## src/rtl/vregfile_stride_mp.sv

```systemverilog
// vregfile_stride_mp: flop-based stride/base register file for the vector memory unit.
//   clk, reset     : clock (rising edge), asynchronous active-high reset
//   a_reg/a_en     : per-port read index and enable; port p uses slice p of each bus
//   a_readdataout  : registered read data, one cycle after the enable, held when disabled
//   c_reg/c_writedatain/c_we : write port
//   i_reg/i_incr/i_en        : in-place post-increment port (write wins on a collision)
// RDW_NEWDATA selects whether a same-edge read sees pre-edge (0) or post-edge (1) contents.
module vregfile_stride_mp #(
  parameter int unsigned WIDTH       = 32,
  parameter int unsigned NUMREGS     = 8,
  parameter int unsigned LOG2NUMREGS = 3,
  parameter int unsigned NUMRDPORTS  = 2,
  parameter int unsigned RDW_NEWDATA = 0
) (
  input  logic                              clk,
  input  logic                              reset,
  input  logic [NUMRDPORTS*LOG2NUMREGS-1:0] a_reg,
  input  logic [NUMRDPORTS-1:0]             a_en,
  output logic [NUMRDPORTS*WIDTH-1:0]       a_readdataout,
  input  logic [LOG2NUMREGS-1:0]            c_reg,
  input  logic [WIDTH-1:0]                  c_writedatain,
  input  logic                              c_we,
  input  logic [LOG2NUMREGS-1:0]            i_reg,
  input  logic [WIDTH-1:0]                  i_incr,
  input  logic                              i_en
);

  logic [WIDTH-1:0]       regs     [NUMREGS];
  logic [WIDTH-1:0]       regs_nxt [NUMREGS];
  logic [LOG2NUMREGS-1:0] rd_idx   [NUMRDPORTS];
  logic [WIDTH-1:0]       rd_val   [NUMRDPORTS];

  // Next contents: increment first, then the write overrides it on a collision.
  // Only existing entries are decoded, so out-of-range writes/increments fall away.
  always_comb begin
    for (int r = 0; r < int'(NUMREGS); r++) begin
      regs_nxt[r] = regs[r];
      if (i_en && (i_reg == LOG2NUMREGS'(r)))
        regs_nxt[r] = regs[r] + i_incr;
      if (c_we && (c_reg == LOG2NUMREGS'(r)))
        regs_nxt[r] = c_writedatain;
    end
  end

  // Read mux per port; an index with no matching entry reads as zero.
  always_comb begin
    for (int p = 0; p < int'(NUMRDPORTS); p++) begin
      rd_idx[p] = a_reg[p*LOG2NUMREGS +: LOG2NUMREGS];
      rd_val[p] = '0;
      for (int r = 0; r < int'(NUMREGS); r++) begin
        if (rd_idx[p] == LOG2NUMREGS'(r))
          rd_val[p] = (RDW_NEWDATA != 0) ? regs_nxt[r] : regs[r];
      end
    end
  end

  // Register storage.
  always_ff @(posedge clk or posedge reset) begin
    if (reset) begin
      for (int r = 0; r < int'(NUMREGS); r++)
        regs[r] <= '0;
    end else begin
      for (int r = 0; r < int'(NUMREGS); r++)
        regs[r] <= regs_nxt[r];
    end
  end

  // Registered read outputs; a disabled port holds its last value.
  always_ff @(posedge clk or posedge reset) begin
    if (reset) begin
      a_readdataout <= '0;
    end else begin
      for (int p = 0; p < int'(NUMRDPORTS); p++) begin
        if (a_en[p])
          a_readdataout[p*WIDTH +: WIDTH] <= rd_val[p];
      end
    end
  end

endmodule

```

## config.mk

```make
export PLATFORM = sky130hd
export DESIGN_NAME = vregfile_stride_mp
export DESIGN_NICKNAME = d
export VERILOG_FILES = /design/src/rtl/vregfile_stride_mp.sv
export SDC_FILE = /design/constraint.sdc
export NUM_CORES = 1
export LEC_CHECK = 0
export CORE_MARGIN = 10
export CORE_UTILIZATION = 65
export DETAILED_ROUTE_END_ITERATION = 16
export GPL_TIMING_DRIVEN = 1
export PLACE_DENSITY = 0.88
export REMOVE_ABC_BUFFERS = 1
export SLEW_MARGIN = 20
export SYNTH_ARGS = -nofsm -noshare
export SYNTH_HDL_FRONTEND = slang
export SYNTH_SLANG_ARGS = --single-unit
```

## constraint.sdc

```tcl
create_clock -name clk -period 21.3 [get_ports clk]
set_input_delay 4.26 -clock clk [delete_from_list [all_inputs] [get_ports clk]]
set_output_delay 4.26 -clock clk [all_outputs]
set_load 0.02 [all_outputs]
```

* Yosys cells after proc, flatten, opt, wreduce, memory -nomap -nowiden
Index checks and enable logic that the tools add are counted.
Storage, ports and cells: register bits 320, bits of input ports 82, output and inout port bits 64, logic and storage cells 106
Operators by class: add/sub/neg operators 8, eq/ne operators 28, muxes and demuxes 32, reductions and logical operators 28
Operators with widths (count):
- 2-to-1 mux 32 bit | 32
- adder 32 bit | 8
- equality test 3 bit, second input constant | 16
- equality test 3 x 2 -> 1 bit, second input constant | 8
- logical AND 1 bit | 16
- nonzero test 2 bit | 8
- equality test 3 x 1 -> 1 bit, second input constant | 4
- logical NOT 3 bit | 4

* Depth between registers and ports, before layout
Gate-level depths: netlist of run 1.
depth after elaboration 9, gate-level depth with buffers 13, mapped depth without buffers 13

* Worst setup path before layout of run 1
OpenSTA, ideal clock, no wires.
path kind in2reg, start input port i_incr[0], end register regs[94] (netlist name), library setup time 87 ps, data arrival time 6986 ps, data required time 21213 ps, path slack 14227 ps, stages on the path 13, buffers on the path 0, cells stage by stage ha_1 fa_1 a211oi_1 o211ai_1 a31o_1 o211ai_2 a21oi_2 a311o_1 a221o_1 a21oi_2 xnor2_1 nand2_1 a22oi_1
On the way: cells in the longest elaborated chain, start to end 3
Ends and longest elaborated chain:
- start, declared | line 24 | input logic [WIDTH-1:0] i_incr,
- adder 32 bit | line 39 | regs_nxt[r] = regs[r] + i_incr;
- 2-to-1 mux 32 bit | line 38 | if (i_en && (i_reg == LOG2NUMREGS'(r)))
- 2-to-1 mux 32 bit | line 40 | if (c_we && (c_reg == LOG2NUMREGS'(r)))
- end signal, assigned by index | line 64 | regs[r] <= regs_nxt[r];
- end, declared | line 28 | logic [WIDTH-1:0] regs [NUMREGS];
No other way between the ends. The select of a mux whose other input is x is not followed. A chain may end at the register's enable or synchronous reset.

* Worst setup path in the final report of run 1
start input port i_incr[0], end register regs[61] (netlist name)
Same word-level chain as after synthesis.

==> reports/metrics.json, run 1 <==
{
  "routing": {
    "routed_wl_microns": 120000,
    "post_drt_wl_per_cell_microns": 28.7,
    "first_iter_violations": 4352,
    "dr_total_vias": 30500,
    "via_per_inst": 7.30,
    "wl_met3_microns": 19900,
    "wl_on_met1_microns": 42800,
    "drtPass1Iterations": 7,
    "met2_wirelength_microns": 48900,
    "highest_layer": "met5",
    "drt.antenna.violating_nets": 0,
    "drt_drc_violations_left": 0
  },
  "floorplan": {
    "num_rows": 77,
    "initial_core_util_pct": 66.3,
    "top_level_ports": 146,
    "dieArea_sq_um": 54300,
    "core-area_sq_um": 44500,
    "vertical_die_dimension_microns": 233,
    "die_w_microns": 233
  },
  "synthesis": {
    "post_synth_inst_count": 3522,
    "synth.yosys.seq_area_share_pct": 27.2,
    "postSynth.topFlopCell": "dfrtp_1",
    "synth_enable_flop_cells": 0,
    "synth-async-reset-ratio_pct": 100,
    "syn_area_sq_um": 29500,
    "synth_area_per_cell_sq_um": 8.37,
    "yosys.cell_types.count": 83,
    "yosysWarningCount": 0,
    "synth.ff_latch_count": 320
  },
  "critical_path": {
    "critical_path.max_stage_delay_ns": 1.07,
    "critPathCaptureType": "register",
    "worst_ep_required_time_ns": 21.80,
    "cp_cell_sequence": "clkdlybuf4s50_1 > ha_1 > a211oi_1 > nor2_1 > o311ai_0 > nand3_1 > o21ai_1 > o211ai_1 > a21bo_2 > a21oi_2 > o2111ai_1 > o31a_1 > a31oi_1",
    "critical_path.startpoint_type": "input pin",
    "critical_path.max_fanout": 8,
    "crit_path_top_delay_cell": "o311ai_0",
    "setup.worst_path.class": "in -> reg",
    "timing.critical_path.max_delay_family": "compound AO/OA/AOI/OAI gates",
    "cp_data_arrival_time_ns": 9.19,
    "critical_path.n_buffers_inverters": 1
  },
  "sta": {
    "report.final.hold_viol_count": 0,
    "min_period_ns": 8.68,
    "rsz0062_at_grt": "no",
    "fin_setup_tns_ns": 0,
    "setup_viol": 0,
    "relSlewSlack_pct": 11.5,
    "worst-slew-pin-transition_ns": 1.31,
    "finClkSkew_ns": 0.0199,
    "share_of_the_clock_period_used_by_the_worst_path_pct": 40.8,
    "fmax_achieved_mhz": 115,
    "report.final.slew_viol_count": 0
  },
  "clocking": {
    "post_cts.repair.setup_buffers": 0,
    "clk_buf_depth": 3,
    "clock_insertion_delay_worst_skew_ns": 0.60,
    "cts_tree": "built",
    "clock_transition_time_at_the_flip_flop_clock_pins_of_the_worst_setup_and_hold_paths_ns": 0.06,
    "ctsHtreeMaxLevel": 2,
    "cts_hold_repair.buffers": 0,
    "clock_sinks": 320,
    "cts-resized-gates": 0,
    "tritoncts.num_buffers": 40,
    "clock-root-buffer": "clkbuf_16"
  },
  "power_and_ir_drop": {
    "pwr-share-comb_pct": 55.3,
    "static-leakage-power_nw": 14.2,
    "clock_power_share_pct": 18.3,
    "vdd_drop_max_uv": 80.6,
    "switching_power_share_of_the_total_pct": 45.5,
    "p_int_w": 0.00233,
    "seq_power_share_pct": 26.4,
    "netSwitchingPower_w": 0.00194,
    "power_density_nw_per_um2": 130
  },
  "grt": {
    "grt_remaining_overflow": 0,
    "grt_first_pass_wirelength_microns": 178000,
    "grt_max_degree": 123,
    "grt_antenna_before_repair": 4,
    "grt_pass1_vias": 29300,
    "grt_usage_pct": 43.3
  },
  "run_status": {
    "outcome": "finished, final reports clean"
  },
  "layout": {
    "post_route_cells_drive_above_1_share_pct": 8.17,
    "area.growth.synth_to_final_pct": 11.4,
    "layout.filler_cells": 3285,
    "finish.utilization_pct": 73.8,
    "fin_cells": 4185,
    "finish.net_count": 3896
  },
  "placed_design": {
    "dp.cells": 4107,
    "dp_hpwl_microns": 85600,
    "gp_routability_congestion": 1.13,
    "port-buffer-count": 145
  },
  "min_path": {
    "min_path_type": "reg -> reg"
  },
  "flow_run": {
    "max_cap_violations": 0
  }
}
==> power groups by stage <==
stage / Sequential, W / Clock [W] / Combinational [W]
finish: 0.00113 / 0.000782 / 0.00236
CTS: 0.00110 / 0.000776 / 0.00228
global route: 0.00113 / 0.000804 / 0.00254
global placement: 0.00109 / 0 / 0.00219
floorplan: 0.00103 / 0 / 0.00163
detailed placement: 0.00110 / 0 / 0.00226
==> registers in the layout (all words and copies together), names as in the netlist <==
| register | flops |
|---|---|
| a_readdataout | 64 |
| regs | 256 |
==> cell usage after synthesis, drive strengths merged, types with 18 or more instances <==
cell    count  area, sq um
a31oi      59          397
mux4      102         2300
nand3      62          310
nand2b     31          194
ha        248         3100
buf        51          193
o21bai     44          330
nand2     373         1400
nor2b      29          181
or3        18          113
xnor2     139         1220
nor2      389         1460
o21ai     287         1450
inv        68          255
clkbuf    144          541
a22oi      29          223
dfrtp     320         8010
nand4      20          125
o21a       30          225
and3       43          269
nor3       32          160
a211oi     46          370
a21oi     473         2390
a21o      113          848
o211ai     22          170
mux2i      99          991
xor2       64          561
==> cell usage in the layout, fill, tap and decap left out, types with 8 or more instances in the layout <==
cell,Yosys,routed
a211o_1,11,11
a211oi_1,41,41
a21o_1,113,113
a21oi_1,468,468
a22oi_1,28,28
a31oi_1,56,56
and2_1,13,13
and3_1,43,43
buf_4,0,46
bufinv_16,0,8
clkbuf_16,0,41
clkbuf_8,0,8
clkdlybuf4s50_1,0,137
clkinv_2,0,9
dfrtp_1,320,320
fa_1,8,8
ha_1,248,248
inv_1,68,67
mux2i_1,99,99
mux4_2,102,102
nand2_1,373,372
nand2b_1,31,31
nand3_1,62,58
nand4_1,20,20
nor2_1,389,379
nor2b_1,29,28
nor3_1,32,28
nor3b_1,9,9
o211ai_1,21,21
o21a_1,30,30
o21ai_0,251,251
o21ai_1,35,35
o21bai_1,44,44
o221ai_1,9,9
o31a_1,8,8
o31ai_1,10,10
or2_2,10,10
or3_1,18,18
xnor2_1,139,139
xor2_1,64,64
==> routing by layer <==
metal,GRT usage [%],vias up
li1,-,13100
met1,54.3,14400
met2,60.7,2514
met4,27.0,8
met3,17.9,610
met5,2.66,-
==> per-stage QoR <==
step	hold slack, ns	total power [W]	setup WS (ns)	area, sq um
final	0.521	0.00427	12.62	32800
after global routing	0.545	0.00448	12.50	32800
after CTS	0.527	0.00415	13.04	32800
after detailed placement	0.514	0.00336	12.45	31300
after global placement	0.497	0.00327	12.53	31300
after floorplan	0.507	0.00266	8.18	28800
==> cells by family after synthesis <==
logic type	Yosys count	share of synthesized area [%]
multiplexers	202	11.2
buffers and inverters	263	3.35
AND/OR/NAND/NOR	1046	15.5
XOR/XNOR	203	6.03
AO/OA/AOI/OAI	1232	25.8
adder cells (fa/ha/maj)	256	11.1
flip-flops	320	27.2
==> layout make-up <==
type	instances	area (sq um)	share of cell area [%]
Multi-Input combinational cell	2939	20600	62.7
Sequential cell	320	8010	24.4
Timing Repair Buffer	189	1770	5.39
Clock buffer	52	1150	3.49
Tap cell	592	741	2.26
Clock inverter	20	310	0.945
Inverter	68	263	0.800
Antenna cell	5	12.5	0.0381
==> tightest hold or removal path: stages, from the launching register on <==
cell and delay (ns):
dfrtp_1 0.34, nor2_1 0.04, a21oi_1 0.10
==> path summary, 6_finish.rpt <==
| path | cells after the start | from | endpoint | slack [ns] |
|---|---|---|---|---|
| max | 13 | i_incr[0] | regs[61] | 12.62 |
| min | 2 | a_readdataout[43] | a_readdataout[43] | 0.52 |
| max reg2reg | 12 | regs[33] | regs[61] | 16.62 |
| min reg2reg | 2 | a_readdataout[43] | a_readdataout[43] | 0.52 |
| max in group asynchronous | 4 | reset | regs[195] | 14.63 |
| min in group asynchronous | 2 | reset | a_readdataout[23] | 4.21 |
(Power assumes the default switching activity.)
==> inputs of run 2 (changes only) <==
--- a/config.mk
+++ b/config.mk
@@ -6,10 +6,10 @@
 export NUM_CORES = 1
 export LEC_CHECK = 0
 export CORE_MARGIN = 10
-export CORE_UTILIZATION = 65
+export CORE_UTILIZATION = 57
 export DETAILED_ROUTE_END_ITERATION = 16
 export GPL_TIMING_DRIVEN = 1
-export PLACE_DENSITY = 0.88
+export PLACE_DENSITY = 0.82
 export REMOVE_ABC_BUFFERS = 1
 export SLEW_MARGIN = 20
 export SYNTH_ARGS = -nofsm -noshare
==> constraint.sdc (replaced) <==
create_clock -name clk -period 7.8 [get_ports clk]
set_input_delay 1.56 -clock clk [delete_from_list [all_inputs] [get_ports clk]]
set_output_delay 1.56 -clock clk [all_outputs]
set_load 0.02 [all_outputs]
==> reports/metrics.json, run 2 (same netlist as run 1, synthesis figures left out) <==
{
  "run_status": {
    "outcome": "finished, final reports clean"
  },
  "critical_path": {
    "endpoint": "regs[126]",
    "regToRegEndpoint": "regs[126]",
    "critical_path.startpoint_type": "input pin",
    "setup.worst_path.class": "in -> reg",
    "critical_path.max_fanout": {"value": 16, "change": "+8"},
    "critPathLaunch": "i_incr[1]",
    "critPathCaptureType": "register",
    "ff2ff_path_depth": {"value": 13, "change": "+1"},
    "reg2reg_from": "regs[96]",
    "cp_data_arrival_time": {"value": 6.43, "unit": "ns", "change": "-2.76 ns"},
    "reg2reg_setup_slack": {"value": 3.38, "unit": "ns", "change": "-13.24 ns"},
    "worst_ep_required_time": {"value": 8.25, "unit": "ns", "change": "-13.55 ns"}
  },
  "power_and_ir_drop": {
    "static-leakage-power": {"value": 14.1, "unit": "nW", "change": "-0.66%"},
    "power_density": {"value": 343, "unit": "nW/um^2", "change": "+160%"},
    "vdd_drop_max": {"value": 157, "unit": "uV", "change": "+94%"}
  },
  "sta": {
    "finClkSkew": {"value": 0.0251, "unit": "ns", "change": "+0.00514 ns"},
    "whs": {"value": 0.519, "unit": "ns", "change": "-0.00222 ns"},
    "share_of_the_clock_period_used_by_the_worst_path_pct": 76.7,
    "fmax_achieved_mhz": 167,
    "report.final.slew_viol_count": {"value": 0, "change": "unchanged"},
    "report.final.hold_viol_count": {"value": 0, "change": "unchanged"},
    "relSlewSlack": {"value": 25.7, "unit": "%", "change": "+14 points"},
    "rsz0062_at_grt": "no",
    "min_period_ns": 5.98,
    "setup_viol": {"value": 0, "change": "unchanged"},
    "worst-slew-pin-transition": {"value": 1.11, "unit": "ns", "change": "-0.201 ns"}
  },
  "placed_design": {
    "placedInstanceArea": {"value": 31500, "unit": "sq um", "change": "+0.42%"},
    "port-buffer-count": {"value": 145, "change": "unchanged"},
    "dp_hpwl": {"value": 79500, "unit": "microns", "change": "-7.1%"},
    "gp_routability_congestion": {"value": 1.07, "change": "-5.6%"}
  },
  "routing": {
    "drt_drc_violations_left": {"value": 0, "change": "unchanged"},
    "post_drt_wl_per_cell": {"value": 26.2, "unit": "microns", "change": "-8.6%"},
    "drtPass1Iterations": {"value": 8, "change": "+1"},
    "via_per_inst": {"value": 6.94, "change": "-4.9%"},
    "dr_total_vias": {"value": 29600, "change": "-3.1%"},
    "first_iter_violations": {"value": 4233, "change": "-2.7%"},
    "drt.antenna.violating_nets": {"value": 0, "change": "unchanged"},
    "routed_wl": {"value": 112000, "unit": "microns", "change": "-6.9%"}
  },
  "clocking": {
    "clock_transition_time_at_the_flip_flop_clock_pins_of_the_worst_setup_and_hold_paths": {"value": 0.06, "unit": "ns", "change": "about the same"},
    "clock-root-buffer": "clkbuf_16",
    "ctsHtreeMaxLevel": {"value": 2, "change": "unchanged"},
    "clock_sinks": {"value": 320, "change": "unchanged"},
    "cts_tree": "built",
    "cts-resized-gates": {"value": 0, "change": "unchanged"},
    "clock_insertion_delay_worst_skew": {"value": 0.59, "unit": "ns", "change": "about the same"},
    "clk_buf_depth": {"value": 3, "change": "unchanged"},
    "tritoncts.num_buffers": {"value": 40, "change": "unchanged"},
    "cts_hold_repair.buffers": {"value": 0, "change": "unchanged"},
    "post_cts.repair.setup_buffers": {"value": 0, "change": "unchanged"}
  },
  "floorplan": {
    "die_w": {"value": 247, "unit": "microns", "change": "+6.2%"},
    "dieArea": {"value": 61200, "unit": "sq um", "change": "+13%"},
    "num_rows": {"value": 83, "change": "+7.8%"},
    "initial_core_util": {"value": 57.5, "unit": "%", "change": "-8.8 points"},
    "core-area": {"value": 51300, "unit": "sq um", "change": "+15%"},
    "top_level_ports": {"value": 146, "change": "unchanged"},
    "vertical_die_dimension": {"value": 247, "unit": "microns", "change": "+6.2%"}
  },
  "grt": {
    "grt_pass1_vias": {"value": 27300, "change": "-6.8%"},
    "grt_usage": {"value": 35.5, "unit": "%", "change": "-7.8 points"},
    "grt_remaining_overflow": {"value": 0, "change": "unchanged"},
    "grt_max_degree": {"value": 152, "change": "+24%"},
    "grt_first_pass_wirelength": {"value": 167000, "unit": "microns", "change": "-6.1%"},
    "grt_antenna_before_repair": {"value": 2, "change": "-2"}
  },
  "layout": {
    "layout.cells.most_common_list": "468 x a21oi_1, 378 x nor2_1, 370 x nand2_1",
    "layout.filler_cells": {"value": 4301, "change": "+31%"},
    "most_common_cell_after_layout_fill_and_taps_aside": "a21oi_1",
    "largest_register": "regs",
    "post_route_cells_drive_above_1_share": {"value": 7.95, "unit": "%", "change": "-0.22 points"},
    "finish.net_count": {"value": 3895, "change": "-0.026%"},
    "largest_register_ff_count": {"value": 256, "change": "unchanged"},
    "reg.largest.list": "regs (256), a_readdataout (64)",
    "layout.cell_area.non_filler": {"value": 32800, "unit": "sq um", "change": "-0.17%"},
    "area.growth.synth_to_final_pct": 11.2
  },
  "flow_run": {
    "max_cap_violations": {"value": 0, "change": "unchanged"}
  },
  "min_path": {
    "min_path_type": "reg -> reg"
  }
}
[run 2: changes by cell type in the layout (fill, tap and decap cells not counted), sizes merged]
| cell | previous run | this run |
|---|---|---|
| clkbuf | 52 | 61 |
| buf | 52 | 51 |
| diode | 5 | 1 |
| bufinv | 8 | 2 |
| clkinv | 9 | 4 |
| inv | 70 | 68 |
| clkinvlp | 1 | 3 |
[run 2: stage by stage]
| step | total power (W) | cells | TNS, ns | setup slack, ns | util (%) |
|---|---|---|---|---|---|
| 2_1_floorplan | 0.00728 | 3327 | -837.21 | -2.62 | - |
| 3_3_place_gp | 0.00891 | 4195 | 0 | 1.63 | 61.4 |
| 3_5_place_dp | 0.00904 | 4195 | 0 | 1.58 | 61.4 |
| 4_1_cts | 0.0110 | 4265 | 0 | 2.10 | 63.9 |
| 5_1_grt | 0.0119 | 4265 | 0 | 1.73 | 63.9 |
| 6_report | 0.0112 | 4266 | 0 | 1.82 | 63.9 |
[run 2: power breakdown]
group	internal, W	switching [W]
clock	0.00112	0.000808
sequential	0.00225	0.000780
combinational	0.00281	0.00348
total	0.00618	0.00506
[run 2: worst min path at each step]
stage / endpoint / slack, ns / depth (start not counted) / start
2_1_floorplan: regs[153] / 0.51 / 2 / regs[153]
6_report: a_readdataout[44] / 0.52 / 1 / a_readdataout[44]
3_5_place_dp: a_readdataout[13] / 0.51 / 2 / a_readdataout[13]
3_3_place_gp: a_readdataout[44] / 0.49 / 1 / a_readdataout[44]
5_1_grt: a_readdataout[44] / 0.53 / 1 / a_readdataout[44]
4_1_cts: a_readdataout[13] / 0.53 / 2 / a_readdataout[13]
[run 2: final cells by class]
| type | instances | area [sq um] | share of cell area [%] |
|---|---|---|---|
| clock inverter | 9 | 103 | 0.313 |
| sequential | 320 | 8010 | 24.4 |
| tap | 680 | 851 | 2.60 |
| clock buffer | 61 | 1200 | 3.66 |
| multi-input combinational | 2939 | 20600 | 62.8 |
| inverter | 68 | 263 | 0.801 |
| timing repair buffer | 188 | 1760 | 5.36 |
| antenna | 1 | 2.50 | 0.00763 |
[run 2: critical path: stages]
cell and delay (ns):
clkdlybuf4s50_1 0.96, fa_1 0.72, a21o_1 0.22, a41oi_1 0.20, o21ai_0 0.20, o31ai_2 0.68
a311oi_1 0.45, o211ai_1 0.64, a31oi_1 0.26, nand3_1 0.15, nand2_1 0.08, xnor2_1 0.17
o221ai_1 0.12
[run 2: routing by layer]
layer  wire [microns]  global-route usage (%)  vias to the layer above
met1            41500                    46.4                    13900
met2            46800                    51.6                     2173
li1                 -                       -                    13000
met3            15900                    10.2                      453
met4             7520                    21.1                        4
met5               80                   0.794                        -
